[src/rtl/sram_port_arbiter.sv]
// Burst-limited round-robin arbiter sharing one single-port SRAM between a write and a read requester,
// with a 2-entry credit-controlled read response FIFO. Optional grant/stall counters: SRAM_ARB_STATS_EN.
module sram_port_arbiter #(
  parameter int DATA_W    = 64,
  parameter int ADDR_W    = 9,
  parameter int BURST_LEN = 4
) (
  input  logic              clk,
  input  logic              flush,
  input  logic              clk_en,
  input  logic [ADDR_W-1:0] wr_addr,
  input  logic [DATA_W-1:0] wr_data,
  input  logic              wr_valid,
  output logic              wr_ready,
  input  logic [ADDR_W-1:0] rd_addr,
  input  logic              rd_valid,
  output logic              rd_ready,
  output logic [DATA_W-1:0] rd_data,
  output logic              rd_data_valid,
  input  logic              rd_data_ready,
  output logic [ADDR_W-1:0] addr_to_mem,
  output logic [DATA_W-1:0] data_to_mem,
  output logic              wen_to_mem,
  output logic              ren_to_mem,
  input  logic [DATA_W-1:0] data_from_mem
`ifdef SRAM_ARB_STATS_EN
  ,
  output logic [31:0]       wr_grant_count,
  output logic [31:0]       rd_grant_count,
  output logic [31:0]       rd_stall_count
`endif
);

  // Handshakes: a request transfers on a cycle where valid and ready are both high at the
  // clock edge; ready never depends on anything but current state and this cycle's requests.
  localparam int CNT_W = $clog2(BURST_LEN + 1);
  localparam logic [CNT_W-1:0] CNT_MAX = CNT_W'(BURST_LEN);
  localparam logic [CNT_W-1:0] CNT_ONE = CNT_W'(1);

  localparam logic [1:0] ST_IDLE = 2'd0;
  localparam logic [1:0] ST_WR   = 2'd1;
  localparam logic [1:0] ST_RD   = 2'd2;

  logic [1:0]       state;
  logic [1:0]       state_nxt;
  logic [CNT_W-1:0] cnt;
  logic [CNT_W-1:0] cnt_nxt;
  logic [CNT_W-1:0] cnt_inc;
  logic             cnt_below;
  logic             last_rd;
  logic             inflight;

  logic [DATA_W-1:0] fifo_mem [0:1];
  logic              fifo_wptr;
  logic              fifo_rptr;
  logic [1:0]        occ;
  logic [2:0]        credit_used;

  logic want_wr;
  logic want_rd;
  logic arb_wr;
  logic arb_rd;
  logic grant_wr;
  logic grant_rd;
  logic push;
  logic pop;

  // A read may only start if both the FIFO slot and any data still in the SRAM pipe fit.
  assign credit_used = {1'b0, occ} + {2'b00, inflight};
  assign want_rd     = rd_valid & (credit_used < 3'd2);
  assign want_wr     = wr_valid;

  assign cnt_below = (cnt < CNT_MAX);
  assign cnt_inc   = cnt_below ? cnt + CNT_ONE : cnt;

  always_comb begin
    arb_wr    = 1'b0;
    arb_rd    = 1'b0;
    state_nxt = state;
    cnt_nxt   = cnt;
    case (state)
      ST_WR: begin
        if (want_wr & (~want_rd | cnt_below)) begin
          arb_wr  = 1'b1;
          cnt_nxt = cnt_inc;
        end else if (want_rd) begin
          arb_rd    = 1'b1;
          state_nxt = ST_RD;
          cnt_nxt   = CNT_ONE;
        end else begin
          state_nxt = ST_IDLE;
          cnt_nxt   = '0;
        end
      end
      ST_RD: begin
        if (want_rd & (~want_wr | cnt_below)) begin
          arb_rd  = 1'b1;
          cnt_nxt = cnt_inc;
        end else if (want_wr) begin
          arb_wr    = 1'b1;
          state_nxt = ST_WR;
          cnt_nxt   = CNT_ONE;
        end else begin
          state_nxt = ST_IDLE;
          cnt_nxt   = '0;
        end
      end
      default: begin
        if (want_wr & want_rd) begin
          arb_wr = last_rd;
          arb_rd = ~last_rd;
        end else begin
          arb_wr = want_wr;
          arb_rd = want_rd;
        end
        if (arb_wr) begin
          state_nxt = ST_WR;
          cnt_nxt   = CNT_ONE;
        end else if (arb_rd) begin
          state_nxt = ST_RD;
          cnt_nxt   = CNT_ONE;
        end else begin
          state_nxt = ST_IDLE;
          cnt_nxt   = '0;
        end
      end
    endcase
  end

  assign grant_wr = arb_wr & clk_en & ~flush;
  assign grant_rd = arb_rd & clk_en & ~flush;

  assign wr_ready    = grant_wr;
  assign rd_ready    = grant_rd;
  assign wen_to_mem  = grant_wr;
  assign ren_to_mem  = grant_rd;
  assign addr_to_mem = flush ? '0 : (grant_rd ? rd_addr : wr_addr);
  assign data_to_mem = flush ? '0 : wr_data;

  assign rd_data_valid = ~flush & (occ != 2'd0);
  assign rd_data       = flush ? '0 : fifo_mem[fifo_rptr];
  assign push          = inflight;
  assign pop           = rd_data_valid & rd_data_ready & clk_en;

  always_ff @(posedge clk) begin
    if (flush) begin
      state     <= ST_IDLE;
      cnt       <= '0;
      last_rd   <= 1'b1;
      inflight  <= 1'b0;
      fifo_wptr <= 1'b0;
      fifo_rptr <= 1'b0;
      occ       <= 2'd0;
    end else if (clk_en) begin
      state    <= state_nxt;
      cnt      <= cnt_nxt;
      inflight <= grant_rd;
      if (grant_wr) begin
        last_rd <= 1'b0;
      end else if (grant_rd) begin
        last_rd <= 1'b1;
      end
      if (push) begin
        fifo_wptr <= ~fifo_wptr;
      end
      if (pop) begin
        fifo_rptr <= ~fifo_rptr;
      end
      case ({push, pop})
        2'b10:   occ <= occ + 2'd1;
        2'b01:   occ <= occ - 2'd1;
        default: occ <= occ;
      endcase
    end
  end

  // Storage is not reset; occupancy alone decides what is valid.
  always_ff @(posedge clk) begin
    if (~flush & clk_en & push) begin
      fifo_mem[fifo_wptr] <= data_from_mem;
    end
  end

`ifdef SRAM_ARB_STATS_EN
  always_ff @(posedge clk) begin
    if (flush) begin
      wr_grant_count <= '0;
      rd_grant_count <= '0;
      rd_stall_count <= '0;
    end else if (clk_en) begin
      if (grant_wr && (wr_grant_count != '1)) begin
        wr_grant_count <= wr_grant_count + 32'd1;
      end
      if (grant_rd && (rd_grant_count != '1)) begin
        rd_grant_count <= rd_grant_count + 32'd1;
      end
      if (rd_valid && !grant_rd && (rd_stall_count != '1)) begin
        rd_stall_count <= rd_stall_count + 32'd1;
      end
    end
  end
`endif

endmodule

[config.mk]
export PLATFORM = sky130hd
export DESIGN_NAME = sram_port_arbiter
export DESIGN_NICKNAME = d
export VERILOG_FILES = /design/src/rtl/sram_port_arbiter.sv
export SDC_FILE = /design/constraint.sdc
export NUM_CORES = 1
export LEC_CHECK = 0
export ABC_AREA = 1
export CAP_MARGIN = 20
export CORE_UTILIZATION = 37
export CTS_CLUSTER_SIZE = 12
export DETAILED_ROUTE_END_ITERATION = 7
export GPL_TIMING_DRIVEN = 1
export PLACE_DENSITY = 0.76
export SLEW_MARGIN = 15
export SYNTH_ARGS = -nofsm -noshare
export SYNTH_HDL_FRONTEND = slang
export SYNTH_SLANG_ARGS = --single-unit
[constraint.sdc]
create_clock -name clk -period 5.6 [get_ports clk]
set_clock_uncertainty 0.2 [all_clocks]
set_input_delay 0.56 -clock clk [delete_from_list [all_inputs] [get_ports clk]]
set_output_delay 0.56 -clock clk [all_outputs]
set_load 0.1 [all_outputs]
==> results of run 1 <==
worst max-delay path: cells and delay by family:
kind                   cells  cell delay (ns)
buffers and inverters      4             2.00
AND/OR/NAND/NOR            4             0.35
AO/OA/AOI/OAI              1             0.33
cells by family after synthesis:
family                     after synthesis  share of synthesized area (%)
adders and majority gates                4                          0.800
buffers and inverters                  117                           7.38
AOI/OAI and AO/OA                       81                           6.74
xor gates and xnor gates                 2                          0.280
DFF                                    140                           65.3
and+or+nand+nor                        285                           19.4
muxes                                    1                          0.180
layer usage:
layer,GRT usage [%],wire length [microns],vias to the layer above
met5,0,0,-
met4,5.49,195,0
met3,7.15,1490,18
met2,34.6,8680,214
met1,21.8,6520,2402
li1,-,-,2615
worst max-delay path by stage:
| stage | startpoint | to | slack, ns | depth (start not counted) |
|---|---|---|---|---|
| after floorplan | flush | fifo_mem[0][0] | 1.30 | 3 |
| after global placement | clk_en | addr_to_mem[1] | 1.61 | 9 |
| after detailed placement | clk_en | addr_to_mem[2] | 1.58 | 9 |
| after CTS | clk_en | addr_to_mem[2] | 1.58 | 9 |
| after global routing | clk_en | addr_to_mem[7] | 1.39 | 9 |
| final | clk_en | addr_to_mem[2] | 1.57 | 9 |
metrics by stage:
stage               hold slack (ns)  power (mW)  worst slack (ns)  instance area, sq um  utilization (%)
floorplan                     0.244        1.63              1.30                  6260                -
global placement              0.255        1.85              1.61                  9410             56.9
detailed placement            0.258        1.86              1.58                  9410             56.9
CTS                           0.267        2.93              1.58                  9980             60.4
global route                  0.288        3.00              1.39                 10000             60.6
finish                        0.264        2.91              1.57                 10000             60.6
power by group:
part | internal (mW) | switching (mW) | leakage [nW]
registers | 1.15 | 0.00442 | 1.25
logic | 0.207 | 0.476 | 2.40
clock network | 0.656 | 0.418 | 0.272
cell type report:
cell class              instances  area share, %
flip-flops and latches        140           40.8
repair buffers                303           30.3
multi-input cells             373           17.3
clock buffers                  18           4.28
inverters                      83           3.18
well taps                     220           2.75
clock inverters                14           1.42
cells in the final DEF (no fill, tap or decap), drive strengths merged:
master and instances:
edfxtp 128, clkbuf 18, xor2 1, ha 4, a21oi 10, buf 11, nand3b 9, nor2 222
mux2 1, o21ai 69, nand3 12, a21boi 2, clkinvlp 2, dfxtp 12, clkinv 6, nand2 37
xnor2 1, bufinv 2, nand4 4, clkdlybuf4s50 292, inv 87, nor3 1
registers in the layout, indices dropped and copies added, names as in the netlist, named ones only:
register,cells
cnt,3
fifo_mem,128
fifo_rptr,1
fifo_wptr,1
inflight,1
last_rd,1
occ,2
state,2
cells in the mapped netlist:
| library cell | count |
|---|---|
| inv_2 | 3 |
| a21boi_0 | 1 |
| buf_2 | 3 |
| xor2_1 | 1 |
| nor2_2 | 12 |
| nand4_1 | 4 |
| nor2_1 | 208 |
| buf_4 | 3 |
| edfxtp_1 | 128 |
| ha_1 | 4 |
| nand2_1 | 34 |
| clkbuf_1 | 24 |
| nand2_4 | 2 |
| nor2_8 | 1 |
| inv_1 | 79 |
| a21boi_4 | 1 |
| inv_8 | 1 |
| nand3b_1 | 9 |
| xnor2_1 | 1 |
| mux2_2 | 1 |
| nand3_1 | 10 |
| nor3_1 | 1 |
| nand3_2 | 2 |
| nor2_4 | 1 |
| a21oi_1 | 10 |
| nand2_2 | 1 |
| buf_1 | 4 |
| dfxtp_1 | 12 |
| o21ai_0 | 69 |
==> summary.txt, run 1 <==
Routing
  • Routed WL per cell: 14.7 microns
  • DR pass1 iterations: 4
  • Vias/cell: 4.56
  • 1st-iter DRT viols: 243
  • Wirelength, routed: 16.9 mm
  • DRC: 0
  • Antenna-violating nets left: 0
  • Via count: 5,249

Floorplan
  • Core Rows: 47
  • DIE HEIGHT: 132 microns
  • Core Area: 16,500 sq um
  • IO Pins: 294
  • Total die area: 17,400 sq um
  • Initial core utilization: 37.9%
  • Die W: 132 microns

Critical path
  • Worst R2R Path Depth: 10
  • CP cell instances: clkdlybuf4s50_1, inv_2, nor2_4, a21boi_4, nand2_4, inv_8, nor2_2, nor2_1, clkdlybuf4s50_1
  • CP Data Required Time: 4.84 ns
  • CP Max Fanout: 11
  • Setup crit end kind: output pin
  • CP arrival: 3.27 ns
  • Startpoint Class: input port
  • Crit-path most repeated cell: clkdlybuf4s50_1
  • R2r endpoint: occ[1]
  • Worst path max stage delay: 1.13 ns
  • CP Class: input port to output pin
  • Slowest CP cell: clkdlybuf4s50_1
  • R2R Path Start: occ[1]
  • R2R Setup Slk: 3.47 ns

Global routing
  • Initial antenna violation count: 0
  • Global-route wire length before repair: 26.2 mm
  • Gr ovfl total: 0
  • Pin count of the biggest net entering global routing: 78
  • Vias in the first global route: 5,014
  • Tot GR Track Use: 19.5%

Placement
  • IO Port Bufs: 293
  • Detailed placement HPWL: 11.8 mm
  • Final GP Congestion: 0.895
  • Placed insts: 1,117

Synthesis
  • Post-Syn Instances: 630
  • Top cell type's share of synthesized area: 61.4%
  • Mapped cell area: 6260 sq um
  • Synthesized area per cell: 9.93 sq um
  • Yosys top cell by area: edfxtp_1
  • Synth top area cells: edfxtp_1, nor2_1, o21ai_0
  • Yosys warning count: 0
  • Sequential-to-total area share from yosys stat: 65.3%
  • Register bit total from synthesis: 140
  • Synth unique cells: 29
  • Net count after synthesis: 786

Power
  • Pleak: 3.92 nW
  • Worst vdd ir: 0.211 mV
  • P per Cell Area: 290 nW/um^2

Timing
  • Setup TNS: 0 ns
  • RSZ-0062 raised after global routing: no
  • Fmax: 0.248 GHz
  • Slew Limit Headroom: 31.2%
  • Worst-Margin Slew: 1.03 ns
  • Slew Viols, Final: 0
  • Tcrit/Tclk final: 71.9%
  • Setup violations, final: 0
  • Final hold vios: 0
  • Final period demand of the worst path: 4.03 ns

Cells and area
  • Final #Nets: 1,074
  • Ant. Diodes: 0
  • Register area: 4090 sq um
  • Share of layout cells above drive strength 1: 7.20%
  • Syn-to-layout area delta: 60.2%
  • Multi-input logic area: 1730 sq um
  • Cell Count, Final, Fillers Out: 1,151
  • Filler cells: 1,343

Clocking
  • Max Root-Sink Buffers: 2
  • Clock latency on the worst-skew pair: 0.40 ns
  • # hold bufs at CTS: 0
  • Clock Sinks: 140
  • Post-CTS Setup Repair Bufs: 0
  • TritonCTS Buffers: 17
  • CTS resizes: 0
  • Clock Pin Slew Worst Setup and Hold Paths: 0.06 ns
  • CTS tree: yes
  • H-tree level count: 4
  • CTS root buf: clkbuf_16

Min path
  • Min-Delay Path Class: flip-flop to flip-flop
  • WHS Endpoint: fifo_wptr
  • Hold_sp: fifo_wptr
  • Worst Hold Depth: 2

Run
  • Max-cap violations: 0

Run status
  • Status: finished, final reports clean
No activity file was read; power rests on OpenSTA's default activity.
==> run 2: changes to the inputs <==
==> constraint.sdc (replaced) <==
create_clock -name clk -period 3.3 [get_ports clk]
set_clock_uncertainty 0.2 [all_clocks]
set_input_delay 0.33 -clock clk [delete_from_list [all_inputs] [get_ports clk]]
set_output_delay 0.33 -clock clk [all_outputs]
set_load 0.1 [all_outputs]
==> run 2 against run 1 <==
Effect of this change:
- die area unchanged
- first-iteration DRC count decreased by 8.2%
- utilization increased by 3.9 points
- largest cell class unchanged
- count of clock-buffer cells in the layout decreased by 1
- critical path depth decreased by 1
==> summary.txt, run 2 (synthesized netlist as in run 1, its figures left out) <==
Clocking
  • Clock Sinks: 140
  • Clock Pin Slew Worst Setup and Hold Paths: 0.06 ns
  • # hold bufs at CTS: 0
  • TritonCTS Buffers: 17
  • CTS tree: yes
  • CTS resizes: 0
  • Max Root-Sink Buffers: 2
  • Clock latency on the worst-skew pair: 0.40 ns
  • CTS root buf: clkbuf_16
  • Post-CTS Setup Repair Bufs: 0
  • H-tree level count: 4

Routing
  • Via count: 5,280
  • 1st-iter DRT viols: 223
  • Wirelength, routed: 16.7 mm
  • Routed WL per cell: 14.5 microns
  • Antenna-violating nets left: 0
  • DR pass1 iterations: 4
  • Vias/cell: 4.58
  • DRC: 0

Critical path
  • Levels on crit path: 8
  • CP cell instances: inv_1, ha_1, a21boi_4, nand2_4, inv_8, nor2_2, nor2_1, buf_12
  • Worst R2R Path Depth: 10
  • Worst path max stage delay: 0.41 ns
  • Setup crit end kind: output pin
  • CP Max Fanout: 11
  • Buf+Inv Stages, Crit Path: 3
  • Slowest CP cell: ha_1
  • Startpoint Class: flip-flop
  • Crit-path leading delay family: adder cells
  • CP Data Required Time: 2.77 ns
  • CP Launch Point: state[0]
  • R2R Path Start: occ[1]
  • CP Class: flip-flop to output pin
  • CP arrival: 2.28 ns

Power
  • P_sw: 1.55 mW
  • Reg power frac: 38.9%
  • Pleak: 4.43 nW
  • P per Cell Area: 471 nW/um^2
  • Internal power: 3.47 mW
  • Clock power share: 36.3%
  • Sw Ratio: 30.9%
  • Worst vdd ir: 0.347 mV
  • Logic pwr share: 24.8%

Cells and area
  • Final #Nets: 1,075
  • Util after Layout: 64.6%
  • Max FFs per register: 128
  • Filler cells: 1,272
  • Syn-to-layout area delta: 70.5%
  • Register with the most flip-flops: fifo_mem
  • Register area: 4090 sq um
  • Regs by FF count: fifo_mem x128, cnt x3
  • Most common cell after layout, fill and taps aside: nor2_1
  • Most frequent cells in the layout: nor2_1, clkdlybuf4s50_1, edfxtp_1
  • Multi-input logic area: 1730 sq um
  • Ant. Diodes: 0
  • Share of layout cells above drive strength 1: 23.0%

Timing
  • Fmax: 0.355 GHz
  • Slew Limit Headroom: 53.7%
  • Slew Viols, Final: 0
  • Final hold vios: 0
  • Tcrit/Tclk final: 85.3%
  • Final period demand of the worst path: 2.81 ns
  • Setup violations, final: 0
  • RSZ-0062 raised after global routing: no
  • Worst-Margin Slew: 0.693 ns
  • Setup TNS: 0 ns

Placement
  • Final GP Congestion: 0.887
  • Detailed placement HPWL: 11.8 mm
  • IO Port Bufs: 293

Floorplan
  • Total die area: 17,400 sq um
  • Initial core utilization: 37.9%
  • Core Rows: 47
  • Die W: 132 microns
  • IO Pins: 294
  • DIE HEIGHT: 132 microns
  • Core Area: 16,500 sq um

Global routing
  • Global-route wire length before repair: 26.0 mm
  • Initial antenna violation count: 0
  • Gr ovfl total: 0
  • Tot GR Track Use: 19.3%
  • Vias in the first global route: 5,146
  • Pin count of the biggest net entering global routing: 65

Min path
  • Min-Delay Path Class: input port to flip-flop
  • Hold_sp: flush
  • Worst Hold Depth: 2

Run
  • Max-cap violations: 0

Run status
  • Status: finished, final reports clean
-- run 2: cell types whose count changed in the layout (fill, tap and decap cells not counted) --
cell	previous run	this run
clkinv_1	4	2
clkdlybuf4s50_1	292	150
clkinv_4	2	4
a21oi_2	0	1
clkinv_2	0	4
a21oi_1	10	9
buf_4	7	71
clkbuf_1	1	0
inv_6	4	2
clkinvlp_4	2	1
buf_12	3	82
-- run 2: power by group through the flow --
stage | Sequential, mW | Combinational, mW | Clock (mW)
2_1_floorplan | 2.00 | 0.775 | 0
3_3_place_gp | 1.99 | 1.24 | 0
3_5_place_dp | 2.00 | 1.25 | 0
4_1_cts | 1.96 | 1.25 | 1.87
5_1_grt | 1.96 | 1.29 | 1.94
6_report | 1.96 | 1.25 | 1.82
-- run 2: cell type report --
class	count	area share, %
timing repair buffer	304	34.5
clock buffer	17	3.99
clock inverter	15	1.38
multi-input combinational	373	16.3
tap	220	2.58
inverter	83	2.99
sequential	140	38.3
-- run 2: final timing paths --
| path | end | slack (ns) |
|---|---|---|
| worst min register to register | fifo_wptr | 0.27 |
| worst min-delay path | fifo_rptr | 0.20 |
| worst max-delay path | addr_to_mem[0] | 0.49 |
| worst max register to register | occ[1] | 1.11 |
-- run 2: worst reg2reg max path, delay by kind of cell, from the launching register on --
family / cells / cell delay [ns]
DFF: 1 / 0.45
adders and majority gates: 1 / 0.24
AOI/OAI and AO/OA: 5 / 0.67
and+or+nand+nor: 2 / 0.28
buffers and inverters: 2 / 0.23
-- run 2: per-stage QoR --
| stage | setup slack, ns | hold slack [ns] | cells | cell area (sq um) | total power, mW |
|---|---|---|---|---|---|
| final | 0.487 | 0.200 | 1152 | 10700 | 5.03 |
| after global routing | 0.336 | 0.198 | 1152 | 10700 | 5.20 |
| after CTS | 0.456 | 0.186 | 1152 | 10700 | 5.08 |
| after detailed placement | 0.606 | 0.262 | 1120 | 10100 | 3.24 |
| after global placement | 0.703 | 0.253 | 1120 | 10100 | 3.23 |
| after floorplan | 0.105 | 0.229 | 630 | 6270 | 2.77 |
-- run 2: routing by layer --
| metal | vias up | GRT usage [%] | share of wire [%] |
|---|---|---|---|
| li1 | 2622 | - | - |
| met3 | 19 | 7.92 | 9.5 |
| met1 | 2410 | 21.9 | 39 |
| met4 | 0 | 6.27 | 1.5 |
| met5 | - | 0 | 0 |
| met2 | 229 | 32.9 | 50 |
